--- src/rtl/matriz_determ_seq.sv ---
// matriz_determ_seq: sequential 2x2/3x3 signed determinant with one shared multiplier and start/done handshake.
module matriz_determ_seq #(
  parameter int W = 8,
  parameter int DIM = 5,
  parameter int SAT = 0
) (
  input  logic                   clk,
  input  logic                   rst_n,
  input  logic                   start,
  input  logic                   size,
  input  logic [DIM*DIM*W-1:0]   matriz_A,
  output logic                   busy,
  output logic                   done,
  output logic [W-1:0]           det,
  output logic [3*W+1:0]         det_full,
  output logic                   overflow
);
  typedef enum logic [2:0] {IDLE, MIN_A, MIN_B, MAC, FIN} state_t;
  state_t state, state_nx;
  logic signed [W-1:0] a [3][3];
  logic sz;
  logic [1:0] k, c0, c1;
  logic signed [2*W:0] minor, mb;
  logic signed [3*W+1:0] acc, res;
  logic signed [W-1:0] x, y, u, v, ma, vsel;
  logic signed [3*W:0] max, mbx, prod;
  logic ovf;
  logic [W-1:0] narrow;
  logic unused;
  assign unused = ^matriz_A;
  // For 3x3, the minor of column k uses the two other columns of rows 1 and 2.
  always_comb begin
    c0 = (k == 2'd0) ? 2'd1 : 2'd0;
    c1 = (k == 2'd2) ? 2'd1 : 2'd2;
    x = sz ? a[1][c0] : a[0][0];
    y = sz ? a[2][c1] : a[1][1];
    u = sz ? a[1][c1] : a[0][1];
    v = sz ? a[2][c0] : a[1][0];
    ma = (state == MAC) ? a[0][k] : (state == MIN_B) ? u : x;
    vsel = (state == MIN_B) ? v : y;
    mb = (state == MAC) ? minor : {{(W+1){vsel[W-1]}}, vsel};
    max = {{(2*W+1){ma[W-1]}}, ma};
    mbx = {{W{mb[2*W]}}, mb};
    prod = max * mbx;
    res = sz ? acc : {{(W+1){minor[2*W]}}, minor};
    ovf = !(&res[3*W+1:W-1] || ~|res[3*W+1:W-1]);
    narrow = (SAT != 0 && ovf) ? (res[3*W+1] ? {1'b1, {(W-1){1'b0}}} : {1'b0, {(W-1){1'b1}}})
                               : res[W-1:0];
  end
  always_comb begin
    state_nx = state;
    case (state)
      IDLE:  state_nx = start ? MIN_A : IDLE;
      MIN_A: state_nx = MIN_B;
      MIN_B: state_nx = sz ? MAC : FIN;
      MAC:   state_nx = (k == 2'd2) ? FIN : MIN_A;
      FIN:   state_nx = IDLE;
      default: state_nx = IDLE;
    endcase
  end
  always_ff @(posedge clk or negedge rst_n) begin
    if (!rst_n) begin
      state <= IDLE;
      k <= '0;
      sz <= 1'b0;
      minor <= '0;
      acc <= '0;
      busy <= 1'b0;
      done <= 1'b0;
      det <= '0;
      det_full <= '0;
      overflow <= 1'b0;
      for (int i = 0; i < 3; i++)
        for (int j = 0; j < 3; j++)
          a[i][j] <= '0;
    end else begin
      state <= state_nx;
      done <= (state == FIN);
      case (state)
        IDLE: if (start) begin
          for (int i = 0; i < 3; i++)
            for (int j = 0; j < 3; j++)
              a[i][j] <= matriz_A[(i*DIM+j)*W +: W];
          sz <= size;
          k <= '0;
          acc <= '0;
          busy <= 1'b1;
        end
        MIN_A: minor <= prod[2*W:0];
        MIN_B: minor <= minor - prod[2*W:0];
        MAC: begin
          acc <= k[0] ? acc - {prod[3*W], prod} : acc + {prod[3*W], prod};
          k <= (k == 2'd2) ? 2'd0 : k + 2'd1;
        end
        FIN: begin
          acc <= res;
          det_full <= res;
          det <= narrow;
          overflow <= ovf;
          busy <= 1'b0;
        end
        default: ;
      endcase
    end
  end
endmodule

--- config.mk ---
export PLATFORM = sky130hd
export DESIGN_NAME = matriz_determ_seq
export DESIGN_NICKNAME = d
export VERILOG_FILES = /design/src/rtl/matriz_determ_seq.sv
export SDC_FILE = /design/constraint.sdc
export NUM_CORES = 1
export LEC_CHECK = 0
export BUFFER_PORTS_ARGS = -buffer_cell sky130_fd_sc_hd__buf_2
export CORE_AREA = 2 2 193 195
export DETAILED_ROUTE_END_ITERATION = 7
export DIE_AREA = 0 0 195 197
export GPL_ROUTABILITY_DRIVEN = 0
export GPL_TIMING_DRIVEN = 1
export HOLD_SLACK_MARGIN = 0.15
export SLEW_MARGIN = 20
export SYNTH_ARGS = -nofsm -noshare
export SYNTH_HDL_FRONTEND = slang
export SYNTH_SLANG_ARGS = --single-unit
--- constraint.sdc ---
create_clock -name clk -period 7.9 [get_ports clk]
set_input_delay 1.58 -clock clk [delete_from_list [all_inputs] [get_ports clk]]
set_output_delay 1.58 -clock clk [all_outputs]
set_load 0.005 [all_outputs]
==> results of run 1 <==
## routing by layer
metal | share of wire [%] | up-vias | global-route usage, % | routed length (µm)
li1 | - | 6150 | - | -
met1 | 45 | 6122 | 26.9 | 17800
met2 | 50 | 262 | 36.8 | 19600
met3 | 3.8 | 44 | 2.60 | 1510
met4 | 1.5 | 0 | 4.52 | 588
met5 | 0 | - | 0 | 0
## kinds of logic (layout without fill, tap and decap cells)
family | after synthesis | in the layout | synth area share (%)
AO/OA/AOI/OAI | 378 | 378 | 17.1
XOR/XNOR | 75 | 75 | 4.65
adder cells (fa/ha/maj) | 200 | 200 | 23.2
buffers and inverters | 257 | 580 | 6.91
flip-flops | 150 | 150 | 26.0
multiplexers | 108 | 108 | 8.14
AND/OR/NAND/NOR | 454 | 454 | 14.1
## cell usage after synthesis, types with 8 or more instances
| library cell | instances | area share [%] |
|---|---|---|
| a211oi_1 | 8 | 0.42 |
| a21o_1 | 17 | 0.88 |
| a21oi_1 | 99 | 3.4 |
| a22oi_1 | 14 | 0.73 |
| a31oi_1 | 12 | 0.52 |
| and2_1 | 8 | 0.35 |
| buf_1 | 12 | 0.31 |
| buf_4 | 8 | 0.42 |
| clkbuf_1 | 51 | 1.3 |
| dfrtp_1 | 150 | 26 |
| fa_1 | 112 | 16 |
| ha_1 | 88 | 7.6 |
| inv_1 | 183 | 4.8 |
| mux2_2 | 75 | 5.9 |
| mux2i_1 | 33 | 2.3 |
| nand2_1 | 153 | 4.0 |
| nand2b_1 | 16 | 0.69 |
| nand3_1 | 35 | 1.2 |
| nor2_1 | 160 | 4.2 |
| nor2b_1 | 16 | 0.69 |
| nor3_1 | 16 | 0.55 |
| o211ai_1 | 23 | 1.2 |
| o21a_1 | 14 | 0.73 |
| o21ai_0 | 105 | 3.6 |
| o31ai_1 | 9 | 0.47 |
| or2_2 | 13 | 0.56 |
| xnor2_1 | 40 | 2.4 |
| xor2_1 | 34 | 2.1 |
## what timing repair did
action	4_1_cts	5_1_grt
pin swaps	38	75
setup buffers	14	26
gates cloned	1	2
setup endpoints to repair	2	9
resized for setup	49	98
## how the worst max path moves through the flow
stage / slack, ns / endpoint / depth (start not counted)
floorplan: 0.02 / acc[25] / 39
global placement: -0.28 / acc[25] / 35
detailed placement: -0.29 / acc[25] / 35
CTS: 0.005 / acc[25] / 33
global route: -0.37 / acc[25] / 32
finish: 0.06 / acc[25] / 38
## critical path: cells and delay by family, from the launching register on
| kind | cells | cell delay, ns |
|---|---|---|
| AND/OR/NAND/NOR | 7 | 0.83 |
| XOR/XNOR | 2 | 0.44 |
| buffers and inverters | 8 | 0.96 |
| AO/OA/AOI/OAI | 15 | 2.51 |
| flip-flops | 1 | 0.48 |
| adder cells (fa/ha/maj) | 6 | 2.50 |
## state kept, by name, indices dropped and copies added (netlist names)
register / cells
overflow: 1
busy: 1
done: 1
det_full: 19
det: 7
minor: 17
sz: 1
state: 3
a: 72
k: 2
acc: 26
## through the flow
stage          cells  cell area (µm²)  utilization [%]
2_1_floorplan   1622            14600                -
3_3_place_gp    2342            17100             47.2
3_5_place_dp    2342            17100             47.2
4_1_cts         2389            18100             49.8
5_1_grt         2413            18700             51.5
6_report        2413            18700             51.5
## layout make-up
cell class / count / area [µm²]
Fill cell: 3226 / 17600
Tap cell: 468 / 586
Clock inverter: 15 / 178
Inverter: 184 / 693
Clock buffer: 17 / 425
Multi-Input combinational cell: 1215 / 10300
Timing Repair Buffer: 364 / 2690
Sequential cell: 150 / 3760
## cell usage in the layout, fill, tap and decap left out, drive strengths merged, types with 16 or more instances in the layout
cell type,count
clkbuf,19
nand3,35
nor2,161
buf,362
nand2b,16
dfrtp,150
ha,88
o21ai,112
nand2,153
nor3,16
o211ai,24
a21o,19
fa,112
mux2,75
nor2b,16
mux2i,33
xnor2,40
xor2,34
a21oi,101
inv,192
==> results.json, run 1 <==
{
  "ys_warn_count": 0,
  "syn_inst": 1622,
  "dr.pass1.iters": 5,
  "required_ns": 8.23,
  "routed_via_density": 5.21,
  "crit_path_end_kind": "flop",
  "drive_gt1_share_pct": 32.5,
  "die_x_um": 195,
  "cp_slowest_cell": "fa_1",
  "cts_root_buf": "clkbuf_16",
  "placementRows": 70,
  "reg2regPathDepth": 38,
  "reg2reg_to": "acc[25]",
  "portBuffers": 112,
  "whs_ns": 0.472,
  "clockBufferDepth": 2,
  "grt_pass1_wl_mm": 64.5,
  "setup_violations": 0,
  "hpwl_mm": 30.5,
  "final_hold_viol_count": 0,
  "whs_path_depth": 2,
  "crit_fanout": 10,
  "syn-num-nets": 2026,
  "grt_max_degree": 92,
  "syn_area_per_cell_um2": 8.90,
  "cts_hold_buf": 0,
  "r2r_slack_ns": 0.06,
  "grt_pass1_vias": 12800,
  "gr-usage-all-layers_pct": 20.7,
  "ys_seq_area_share_pct": 26.0,
  "finalCritPeriodShare_pct": 99.2,
  "crit_type": "flop to flop",
  "drv_cap": 0,
  "finalSetupTns_ns": 0,
  "die-area_um2": 38400,
  "drv_slew": 0,
  "insertion_delay_ns": 0.44,
  "start_util_pct": 39.8,
  "cp.arrival_ns": 8.17,
  "hold_path_class": "flop to flop",
  "tightest_slew_ns": 1.08,
  "synth_ff_type": "dfrtp_1",
  "ant_nets": 0,
  "crit_top_cell": "buf_4",
  "slowest_delay_ns": 0.54,
  "core_area_um2": 36300,
  "startpoint": "k[0]",
  "wl_mm": 39.5,
  "via_count": 12600,
  "grt-ovfl-total": 0,
  "syn_area_um2": 14400,
  "synthArstFlopShare_pct": 100,
  "cts_buffers": 17,
  "holdPathEnd": "overflow",
  "syn_to_final_growth_pct": 29.4,
  "dieHeight_um": 197,
  "drt_iter0_drc": 631,
  "clkTransAtPathRegs_ns": 0.08,
  "crit_path_start_kind": "flop",
  "h-tree-depth": 4,
  "num_antenna_cells": 0,
  "status": "completed",
  "finalClockSkew_ns": 0.0174,
  "r2r-start": "k[0]",
  "hold_path_startpoint": "overflow",
  "setup_slack_ns": 0.0619,
  "ios": 241,
  "synth_cell_type_count": 77,
  "cts_tree": "built",
  "numClockSinks": 150,
  "nets": 2336,
  "synth_edf_count": 0,
  "slew-limit-headroom_pct": 27.6,
  "ys_ff_latch": 150,
  "rsz0062_at_grt": "yes",
  "layout_min_cycle_time_ns": 7.84,
  "grt_antenna_before_repair": 1,
  "remaining_drc_errors": 0,
  "dp_slack_ns": -0.293,
  "max_freq_ghz": 0.128,
  "wl_per_cell_um": 16.4
}
Power of run 1 is not shown: default switching activity piles up to over one toggle a cycle in this logic, so the estimate is an artifact.
==> inputs of run 2 (changes only) <==
Settings changed: PLACE_DENSITY_LB_ADDON from default to 0.12.
==> results.json, run 2 (synthesis results as in run 1) <==
{
  "status": "complete, but fails checks",
  "violations": "setup timing",
  "cts_buffers": 17,
  "top_regs": "a: 72 flops, acc: 26 flops, det_full: 19 flops",
  "final-seq-area_um2": 3760,
  "tightest_slew_ns": 1.04,
  "cp_slowest_cell": "fa_1",
  "dieHeight_um": 197,
  "crit_top_cell": "fa_1",
  "largest_register_ffs": 72,
  "cp.arrival_ns": 8.35,
  "placementRows": 70,
  "h-tree-depth": 4,
  "multi_input_area_um2": 10400,
  "finalSetupTns_ns": -0.116,
  "drive_gt1_share_pct": 34.0,
  "fin_area_um2": 19100,
  "syn_to_final_growth_pct": 32.0,
  "fin_util_pct": 52.5,
  "setup_slack_ns": -0.116,
  "crit_type": "flop to flop",
  "hold_path_class": "flop to flop",
  "rsz0062_at_grt": "yes",
  "portBuffers": 112,
  "dr.pass1.iters": 5,
  "cts_hold_buf": 0,
  "grt-ovfl-total": 0,
  "finalClockSkew_ns": 0.0168,
  "clockBufferDepth": 2,
  "hpwl_mm": 31.6,
  "gr-usage-all-layers_pct": 21.4,
  "routed_via_density": 5.11,
  "numClockSinks": 150,
  "nets": 2376,
  "wl_per_cell_um": 16.2,
  "slowest_delay_ns": 0.54,
  "insertion_delay_ns": 0.45,
  "crit_path_start_kind": "flop",
  "ios": 241,
  "drt_iter0_drc": 550,
  "dp_slack_ns": -0.410,
  "drv_cap": 0,
  "slew-limit-headroom_pct": 30.2,
  "grt_pass1_wl_mm": 65.9,
  "layout_min_cycle_time_ns": 8.02,
  "die-area_um2": 38400,
  "num_antenna_cells": 0,
  "crit_path_end_kind": "flop",
  "grt_antenna_before_repair": 0,
  "via_count": 12500,
  "start_util_pct": 39.8,
  "core_area_um2": 36300,
  "setup_violations": 1,
  "finalCritPeriodShare_pct": 101,
  "grt_max_degree": 82,
  "die_x_um": 195,
  "max_freq_ghz": 0.125,
  "final_common_cell": "buf_4",
  "required_ns": 8.23,
  "wl_mm": 39.7,
  "fillCellCount": 3451,
  "cts_tree": "built",
  "layout_common_cells": "buf_4, inv_1, dfrtp_1",
  "remaining_drc_errors": 0,
  "crit_fanout": 6,
  "clkTransAtPathRegs_ns": 0.06,
  "ant_nets": 0,
  "drv_slew": 0,
  "dpl-instance-area_um2": 17400,
  "final_hold_viol_count": 0,
  "cts_root_buf": "clkbuf_16",
  "regMostFlops": "a",
  "grt_pass1_vias": 12800
}
==> run 2: through the flow <==
stage	cells	hold slack, ns
5_1_grt	2453	0.504
4_1_cts	2426	0.480
3_3_place_gp	2378	0.456
3_5_place_dp	2378	0.466
6_report	2453	0.469
2_1_floorplan	1622	0.473
==> run 2: layout make-up <==
type                       count  share of cell area (%)
multi-input combinational   1215                    54.8
sequential                   150                    19.7
timing repair buffer         404                    15.5
inverter                     184                    3.63
tap                          468                    3.07
clock buffer                  22                    2.44
clock inverter                10                   0.880
==> run 2: worst max-delay path, delay by kind of cell (launching register included) <==
family / cells / cell delay [ns]
AOI/OAI and AO/OA: 12 / 2.15
DFF: 1 / 0.42
muxes: 1 / 0.25
and+or+nand+nor: 9 / 1.57
buffers and inverters: 7 / 0.72
xor gates and xnor gates: 2 / 0.35
adders and majority gates: 6 / 2.42
==> run 2: worst paths after layout <==
path / from / to / slack, ns / cells past startpoint
worst max-delay path: k[1] / acc[25] / -0.12 / 37
worst min-delay path: overflow / overflow / 0.47 / 2
worst max register to register: k[1] / acc[25] / -0.12 / 37
worst min register to register: overflow / overflow / 0.47 / 2
max in group asynchronous: rst_n / a[59] / 5.34 / 2
min in group asynchronous: rst_n / a[23] / 1.15 / 1
==> run 2: what timing repair did <==
| action | 4_1_cts | 5_1_grt |
|---|---|---|
| setup buffers | 16 | 30 |
| pin swaps | 35 | 66 |
| endpoints found under the setup margin | 4 | 10 |
| resized for setup | 56 | 109 |
==> run 2: per-layer routing <==
layer / GRT usage, % / vias up / part of all wire, %
met3: 2.86 / 24 / 2.6
li1: - / 6226 / -
met4: 5.46 / 0 / 1.5
met1: 30.1 / 6116 / 50
met5: 0 / - / 0
met2: 34.9 / 163 / 46
Power of run 2 is left out for the same reason.
